<file path="config.mk">
export PLATFORM = sky130hd
export DESIGN_NAME = alu_acc_seq
export DESIGN_NICKNAME = d
export VERILOG_FILES = /design/src/rtl/alu_acc_seq.sv
export SDC_FILE = /design/constraint.sdc
export NUM_CORES = 1
export LEC_CHECK = 0
export BUFFER_PORTS_ARGS = -buffer_cell sky130_fd_sc_hd__buf_4
export CAP_MARGIN = 15
export CORE_ASPECT_RATIO = 0.75
export CORE_MARGIN = 5
export CORE_UTILIZATION = 50
export DETAILED_ROUTE_END_ITERATION = 8
export HOLD_SLACK_MARGIN = 0.03
export PLACE_DENSITY = 0.83
export SKIP_LAST_GASP = 1
export SLEW_MARGIN = 40
export SYNTH_ARGS = -nofsm -noshare
export SYNTH_HDL_FRONTEND = slang
export SYNTH_SLANG_ARGS = --single-unit
export TNS_END_PERCENT = 1
</file>
<file path="constraint.sdc">
create_clock -name clk -period 2.23 [get_ports clk]
set_clock_uncertainty 0.05 [all_clocks]
set_input_delay 0.446 -clock clk [delete_from_list [all_inputs] [get_ports clk]]
set_output_delay 0.446 -clock clk [all_outputs]
set_load 0.02 [all_outputs]
</file>
<file path="src/rtl/alu_acc_seq.sv">
// Sequential 8-bit add/subtract accumulator driving an external ripple adder.
// Define ALU_OVERFLOW_FLAG_EN to build the registered signed-overflow flag.
module alu_acc_seq (
  input  logic       clk,
  input  logic       rst_n,
  input  logic       start,
  input  logic [1:0] op,
  input  logic [7:0] opa,
  input  logic [7:0] opb,
  output logic [7:0] add_a,
  output logic [7:0] add_b,
  output logic       add_cin,
  input  logic [7:0] add_s,
  input  logic       add_cout,
  output logic [7:0] acc,
  output logic       busy,
  output logic       done,
  output logic       flag_c,
  output logic       flag_z,
  output logic       flag_n,
  output logic       flag_v
);

  localparam logic [1:0] OpAdd = 2'b00;
  localparam logic [1:0] OpAdc = 2'b01;
  localparam logic [1:0] OpSub = 2'b10;
  localparam logic [1:0] OpSbc = 2'b11;

  typedef enum logic [1:0] {StIdle, StExec, StDone} state_e;

  state_e     state_q, state_d;
  logic [7:0] opa_q, opa_d;
  logic [7:0] opb_q, opb_d;
  logic [1:0] op_q, op_d;
  logic [7:0] acc_q, acc_d;
  logic       flag_c_q, flag_c_d;
  logic       flag_z_q, flag_z_d;
  logic       flag_n_q, flag_n_d;
  logic       accept;
  logic       commit;

  assign accept = (state_q == StIdle) && start;
  assign commit = (state_q == StExec);

  always_comb begin
    state_d = state_q;
    unique case (state_q)
      StIdle:  if (start) state_d = StExec;
      StExec:  state_d = StDone;
      StDone:  state_d = StIdle;
      default: state_d = StIdle;
    endcase
  end

  // Subtraction is a + ~b + cin, so the carry out reads as "no borrow".
  always_comb begin
    add_a   = 8'h00;
    add_b   = 8'h00;
    add_cin = 1'b0;
    if (state_q == StExec) begin
      add_a = opa_q;
      add_b = op_q[1] ? ~opb_q : opb_q;
      unique case (op_q)
        OpAdd:   add_cin = 1'b0;
        OpSub:   add_cin = 1'b1;
        OpAdc,
        OpSbc:   add_cin = flag_c_q;
        default: add_cin = 1'b0;
      endcase
    end
  end

  always_comb begin
    opa_d    = opa_q;
    opb_d    = opb_q;
    op_d     = op_q;
    acc_d    = acc_q;
    flag_c_d = flag_c_q;
    flag_z_d = flag_z_q;
    flag_n_d = flag_n_q;
    if (accept) begin
      opa_d = opa;
      opb_d = opb;
      op_d  = op;
    end
    if (commit) begin
      acc_d    = add_s;
      flag_c_d = add_cout;
      flag_z_d = (add_s == 8'h00);
      flag_n_d = add_s[7];
    end
  end

  always_ff @(posedge clk) begin
    if (!rst_n) begin
      state_q  <= StIdle;
      opa_q    <= 8'h00;
      opb_q    <= 8'h00;
      op_q     <= 2'b00;
      acc_q    <= 8'h00;
      flag_c_q <= 1'b0;
      flag_z_q <= 1'b0;
      flag_n_q <= 1'b0;
    end else begin
      state_q  <= state_d;
      opa_q    <= opa_d;
      opb_q    <= opb_d;
      op_q     <= op_d;
      acc_q    <= acc_d;
      flag_c_q <= flag_c_d;
      flag_z_q <= flag_z_d;
      flag_n_q <= flag_n_d;
    end
  end

`ifdef ALU_OVERFLOW_FLAG_EN
  logic flag_v_q, flag_v_d;

  always_comb begin
    flag_v_d = flag_v_q;
    if (commit) begin
      flag_v_d = (add_a[7] == add_b[7]) && (add_s[7] != add_a[7]);
    end
  end

  always_ff @(posedge clk) begin
    if (!rst_n) begin
      flag_v_q <= 1'b0;
    end else begin
      flag_v_q <= flag_v_d;
    end
  end

  assign flag_v = flag_v_q;
`else
  assign flag_v = 1'b0;
`endif

  assign acc    = acc_q;
  assign flag_c = flag_c_q;
  assign flag_z = flag_z_q;
  assign flag_n = flag_n_q;
  assign busy   = (state_q != StIdle);
  assign done   = (state_q == StDone);

endmodule

</file>
==> results.cfg, run 1 <==
[status]
status = complete, no violations

[sta]
hold_violations = 0
tightest_slew_ns = 0.783
setup_tns_ns = 0
final-setup-viol-count = 0
rsz0062_at_grt = no
setup_ws_ns = 0.214
period_needed_ns = 2.02
finalMaxSlewViolations = 0
fmax_mhz = 496
min_period_over_period_pct = 90.4
holdWs_ns = 0.379
max_slew_margin_pct = 47.8

[layout]
final_util_pct = 72.5
diodes = 0
nets = 250
drive_gt1_share_pct = 41.2
stdcell_area_um2 = 1930
syn2layout_area_growth_pct = 35.8
fillers = 222

[global_routing]
grt_pass1_wl_um = 5300
overflow = 0
grt_pass1_vias = 1237
track_usage_pct = 16.6
antenna_found_initial = 0
grt_max_degree = 32

[worst_setup_path]
max_stage_delay_ns = 0.46
worstSetupPathType = register to output pin
cp_data_arrival_time_ns = 1.52
worstPathMaxFanout = 10
path_delay_family = simple AND/OR/NAND/NOR gates
crit_path_start_kind = register
slowest_stage = nor2b_1
crit_chain = nor2b_1 > and2_1 > buf_4
required_ns = 1.73
endpoint_kind = output pin
crit_buf_inv = 1

[detailed_routing]
dr.pass1.iters = 5
route.detailed.drc = 0
first_iter_violations = 46
route.vias.total = 1230
wl_per_cell_um = 12.7
via_per_inst = 4.79
ant_nets = 0
drt_wl_total_um = 3270

[yosys]
yosysWarnings = 0
syn-num-nets = 194
ys_types = 23
synth_top_cell_by_area = dfxtp_1
syn-instance-count = 164
avgSynthCellArea_um2 = 8.67
synth-seq-cells = 30
syn-cell-area_um2 = 1420
yosys_most_used_dff = dfxtp_1
yosysTopAreaCellShare_pct = 42.3
synthArstFlopShare_pct = 0
yosysSeqAreaShare_pct = 42.3
synth_area_leaders = dfxtp_1 42%, nand2_1 12%, a21boi_0 9.0%
synth_edf_count = 0

[placement]
place_congestion = 0.706
preCtsSetupSlack_ns = 0.463
hpwl_um = 2510
portBuffers = 59
placed_area_um2 = 1840

[floorplanning]
die_h_um = 56.2
fp.dieW_um = 71.6
start_util_pct = 53.4
dieArea_um2 = 4020
io_pins = 61
coreArea_um2 = 2660
rows = 16

[clocking]
ctsResizeCount = 0
cts_tree = built
root_buffer = clkbuf_8
clkSinkCount = 30
cts.htree.levels = 2
clk_pin_slew_ns = 0.06
clk_latency_ns = 0.27
cts_buffers = 5
ctsHoldBuffers = 0
clk_path_buf_depth = 2
postCtsSetupRepairBufs = 0

[pwr]
power_leakage_nw = 0.828
peakVddDrop_mv = 0.543
power.density_nw_per_um2 = 644

[job]
maxCapViolations = 0

[hold_path]
hold_class = input port to register
==> final cells by class <==
class,instances,area [um2],share of cell area [%]
clock inverters,1,5.00,0.259
multi-input cells,121,728,37.7
repair buffers,62,465,24.1
clock buffers,7,86.3,4.47
flip-flops and latches,30,601,31.1
well taps,36,45.0,2.33
==> layout by cell type, fill, tap and decap left out <==
cell / synthesis / layout
and2_1: 10 / 10
nor4_1: 2 / 2
nor2_1: 9 / 9
mux2i_1: 1 / 1
clkbuf_8: 0 / 6
a21boi_2: 10 / 10
buf_4: 4 / 62
xnor2_1: 8 / 8
clkinv_2: 0 / 1
a21boi_0: 17 / 17
dfxtp_1: 30 / 30
nand3_1: 1 / 1
or3b_1: 1 / 1
nand2_1: 45 / 45
nand2b_1: 1 / 1
nand2_2: 10 / 10
nor2b_1: 2 / 2
or2_2: 1 / 1
clkbuf_1: 3 / 1
nor3b_4: 1 / 1
conb_1: 1 / 1
nand4_1: 1 / 1
==> registers in the layout, summed over array words and instances (netlist names) <==
| name | count |
|---|---|
| state_q | 2 |
| opb_q | 8 |
| op_q | 2 |
| flag_c | 1 |
| acc | 8 |
| flag_z | 1 |
| opa_q | 8 |
==> metal layers <==
metal  GRT usage [%]  part of all wire, %  vias up
met4            4.02                 0.52        0
met1            17.9                   39      552
met5               0                    0        -
met2            29.6                   50       45
met3            7.40                   10        4
li1                -                    -      629
==> worst paths after layout <==
path	slack, ns	from	cells past startpoint	to
worst max-delay path	0.21	state_q[0]	3	add_a[2]
worst min-delay path	0.38	opa[3]	3	opa_q[3]
worst max register to register	0.69	state_q[0]	4	acc[6]
worst min register to register	0.41	opa_q[2]	2	opa_q[2]
==> tightest hold or removal path, stage by stage <==
cell	delay [ns]
buf_4	0.11
nand2_1	0.06
a21boi_2	0.04
==> where the power goes <==
part	total [mW]	internal (mW)	leakage, nW	switching, mW
Sequential	0.591	0.566	0.246	0.0246
Clock	0.440	0.248	0.0482	0.192
Combinational	0.212	0.106	0.534	0.106
Total	1.24	0.921	0.828	0.322
==> logic make-up after synthesis <==
| family | synth area share, % |
|---|---|
| muxes | 0.704 |
| buffers and inverters | 6.51 |
| AOI/OAI and AO/OA | 16.9 |
| xor gates and xnor gates | 4.93 |
| and+or+nand+nor | 28.4 |
| DFF | 42.3 |
| other | 0.264 |
==> synth_stat cells, types with 3 or more instances <==
master and count:
xnor2_1 8, a21boi_0 17, nor2_1 9, dfxtp_1 30
nand2_2 10, buf_2 4, a21boi_2 10, clkbuf_1 3
and2_1 10, buf_4 4, nand2_1 45
==> per-stage QoR <==
| step | total power, mW | cells |
|---|---|---|
| after floorplan | 0.737 | 164 |
| after global placement | 0.809 | 249 |
| after detailed placement | 0.817 | 249 |
| after CTS | 1.26 | 257 |
| after global routing | 1.30 | 257 |
| final | 1.24 | 257 |
Note: power is estimated with default switching activity, not from simulation.
==> run 2, diff against run 1 <==
SETUP_SLACK_MARGIN = 0.5   (was unset)
==> run 2 against run 1 <==
Effect of this change: maximum frequency up 19%; clock-buffer cell count unchanged; sequential power about the same; die area unchanged; routed wire length increased by 3.7%; design area up 2.1%; sequential share of layout area is 0.061 points lower; utilization rose by 1.5 points; non-clock buffer count unchanged.
==> results.cfg, run 2 (same netlist as run 1, synthesis figures left out) <==
[placement]
place_congestion = 0.706
dp.cells = 249
portBuffers = 59
hpwl_um = 2510

[worst_setup_path]
cp_data_arrival_time_ns = 1.19
endpoint_kind = output pin
rr_startpoint = state_q[1]
worstSetupPathType = register to output pin
worstPathMaxFanout = 7
crit_start = state_q[0]
crit_path_start_kind = register
required_ns = 1.73

[detailed_routing]
via_per_inst = 4.87
first_iter_violations = 55
dr.pass1.iters = 4
drt_wl_total_um = 3390
ant_nets = 0
route.vias.total = 1257
route.detailed.drc = 0
wl_per_cell_um = 13.1

[pwr]
p_int_uw = 924
pwr-share-clk_pct = 35.4
switching_share_pct = 26.2
peakVddDrop_mv = 0.544
power_mw = 1.25
p_seq_share_pct = 47.3
power.density_nw_per_um2 = 635
p_comb_share_pct = 17.3
power.switching_uw = 328
power_leakage_nw = 0.840

[sta]
period_needed_ns = 1.69
rsz0062_at_grt = yes
fmax_mhz = 592
hold_violations = 0
finalMaxSlewViolations = 0
max_slew_margin_pct = 47.8
setup_tns_ns = 0
final-setup-viol-count = 0
min_period_over_period_pct = 75.7
tightest_slew_ns = 0.783

[global_routing]
grt_max_degree = 32
track_usage_pct = 17.1
grt_pass1_wl_um = 5450
grt_pass1_vias = 1255
antenna_found_initial = 0
overflow = 0

[hold_path]
min_from = opa[3]
hold_class = input port to register

[clocking]
root_buffer = clkbuf_8
cts_tree = built
cts.htree.levels = 2
clk_pin_slew_ns = 0.06
clk_latency_ns = 0.27
clk_path_buf_depth = 2
clkSinkCount = 30
cts_buffers = 5
ctsHoldBuffers = 0

[layout]
layout_common_cells = 62 x buf_4, 45 x nand2_1, 27 x dfxtp_1, 17 x a21boi_0
diodes = 0
syn2layout_area_growth_pct = 38.6
nets = 251
drive_gt1_share_pct = 43.7
final_common_cell = buf_4
fillers = 209
instances_no_fill = 258

[floorplanning]
fp.dieW_um = 71.6
rows = 16
start_util_pct = 53.4
coreArea_um2 = 2660
io_pins = 61
dieArea_um2 = 4020
die_h_um = 56.2

[status]
status = complete, no violations

[job]
maxCapViolations = 0
==> run 2: critical path: stages, from the launching register on <==
cell     delay [ns]
dfxtp_4        0.40
nor2b_4        0.22
and2_1         0.16
buf_4          0.14
==> run 2: metrics by stage <==
stage	worst slack, ns	hold slack (ns)	area [um2]	util [%]
finish	0.542	0.378	1970	74.0
CTS	0.476	0.374	1960	73.5
global placement	0.526	0.393	1840	69.1
floorplan	0.623	0.387	1420	-
global route	0.498	0.371	1970	74.0
detailed placement	0.463	0.397	1840	69.1
==> run 2: final timing paths <==
check | depth (start not counted) | end | slack, ns
worst max-delay path | 3 | add_a[2] | 0.54
worst min-delay path | 3 | opa_q[3] | 0.38
worst min register to register | 2 | opa_q[3] | 0.41
worst max register to register | 3 | opb_q[3] | 0.69
==> run 2: layout make-up <==
class | count | area, um2 | area share (%)
multi-input combinational | 122 | 757 | 38.4
timing repair buffer | 62 | 465 | 23.6
tap | 36 | 45.0 | 2.29
clock buffer | 7 | 86.3 | 4.38
sequential | 30 | 612 | 31.0
clock inverter | 1 | 5.00 | 0.254
==> run 2: power groups by stage <==
stage,combinational (mW),sequential [mW],clock (mW)
after global routing,0.238,0.596,0.476
after CTS,0.219,0.593,0.452
after detailed placement,0.215,0.602,0
after global placement,0.208,0.601,0
after floorplan,0.133,0.603,0
final,0.217,0.592,0.443
==> run 2: timing repair <==
item / CTS / global route
buffers inserted: 0 / 0
hold endpoints to repair: 0 / 0
setup endpoints to repair: 17 / 9
resized for setup: 7 / 4
gates cloned: 1 / 0
==> run 2: metal layers <==
layer / wire length [um] / vias up / track usage, %
met2: 1690 / 49 / 30.2
met4: 19 / 0 / 4.02
met3: 350 / 4 / 7.40
li1: - / 633 / -
met5: 0 / - / 0
met1: 1330 / 571 / 18.6
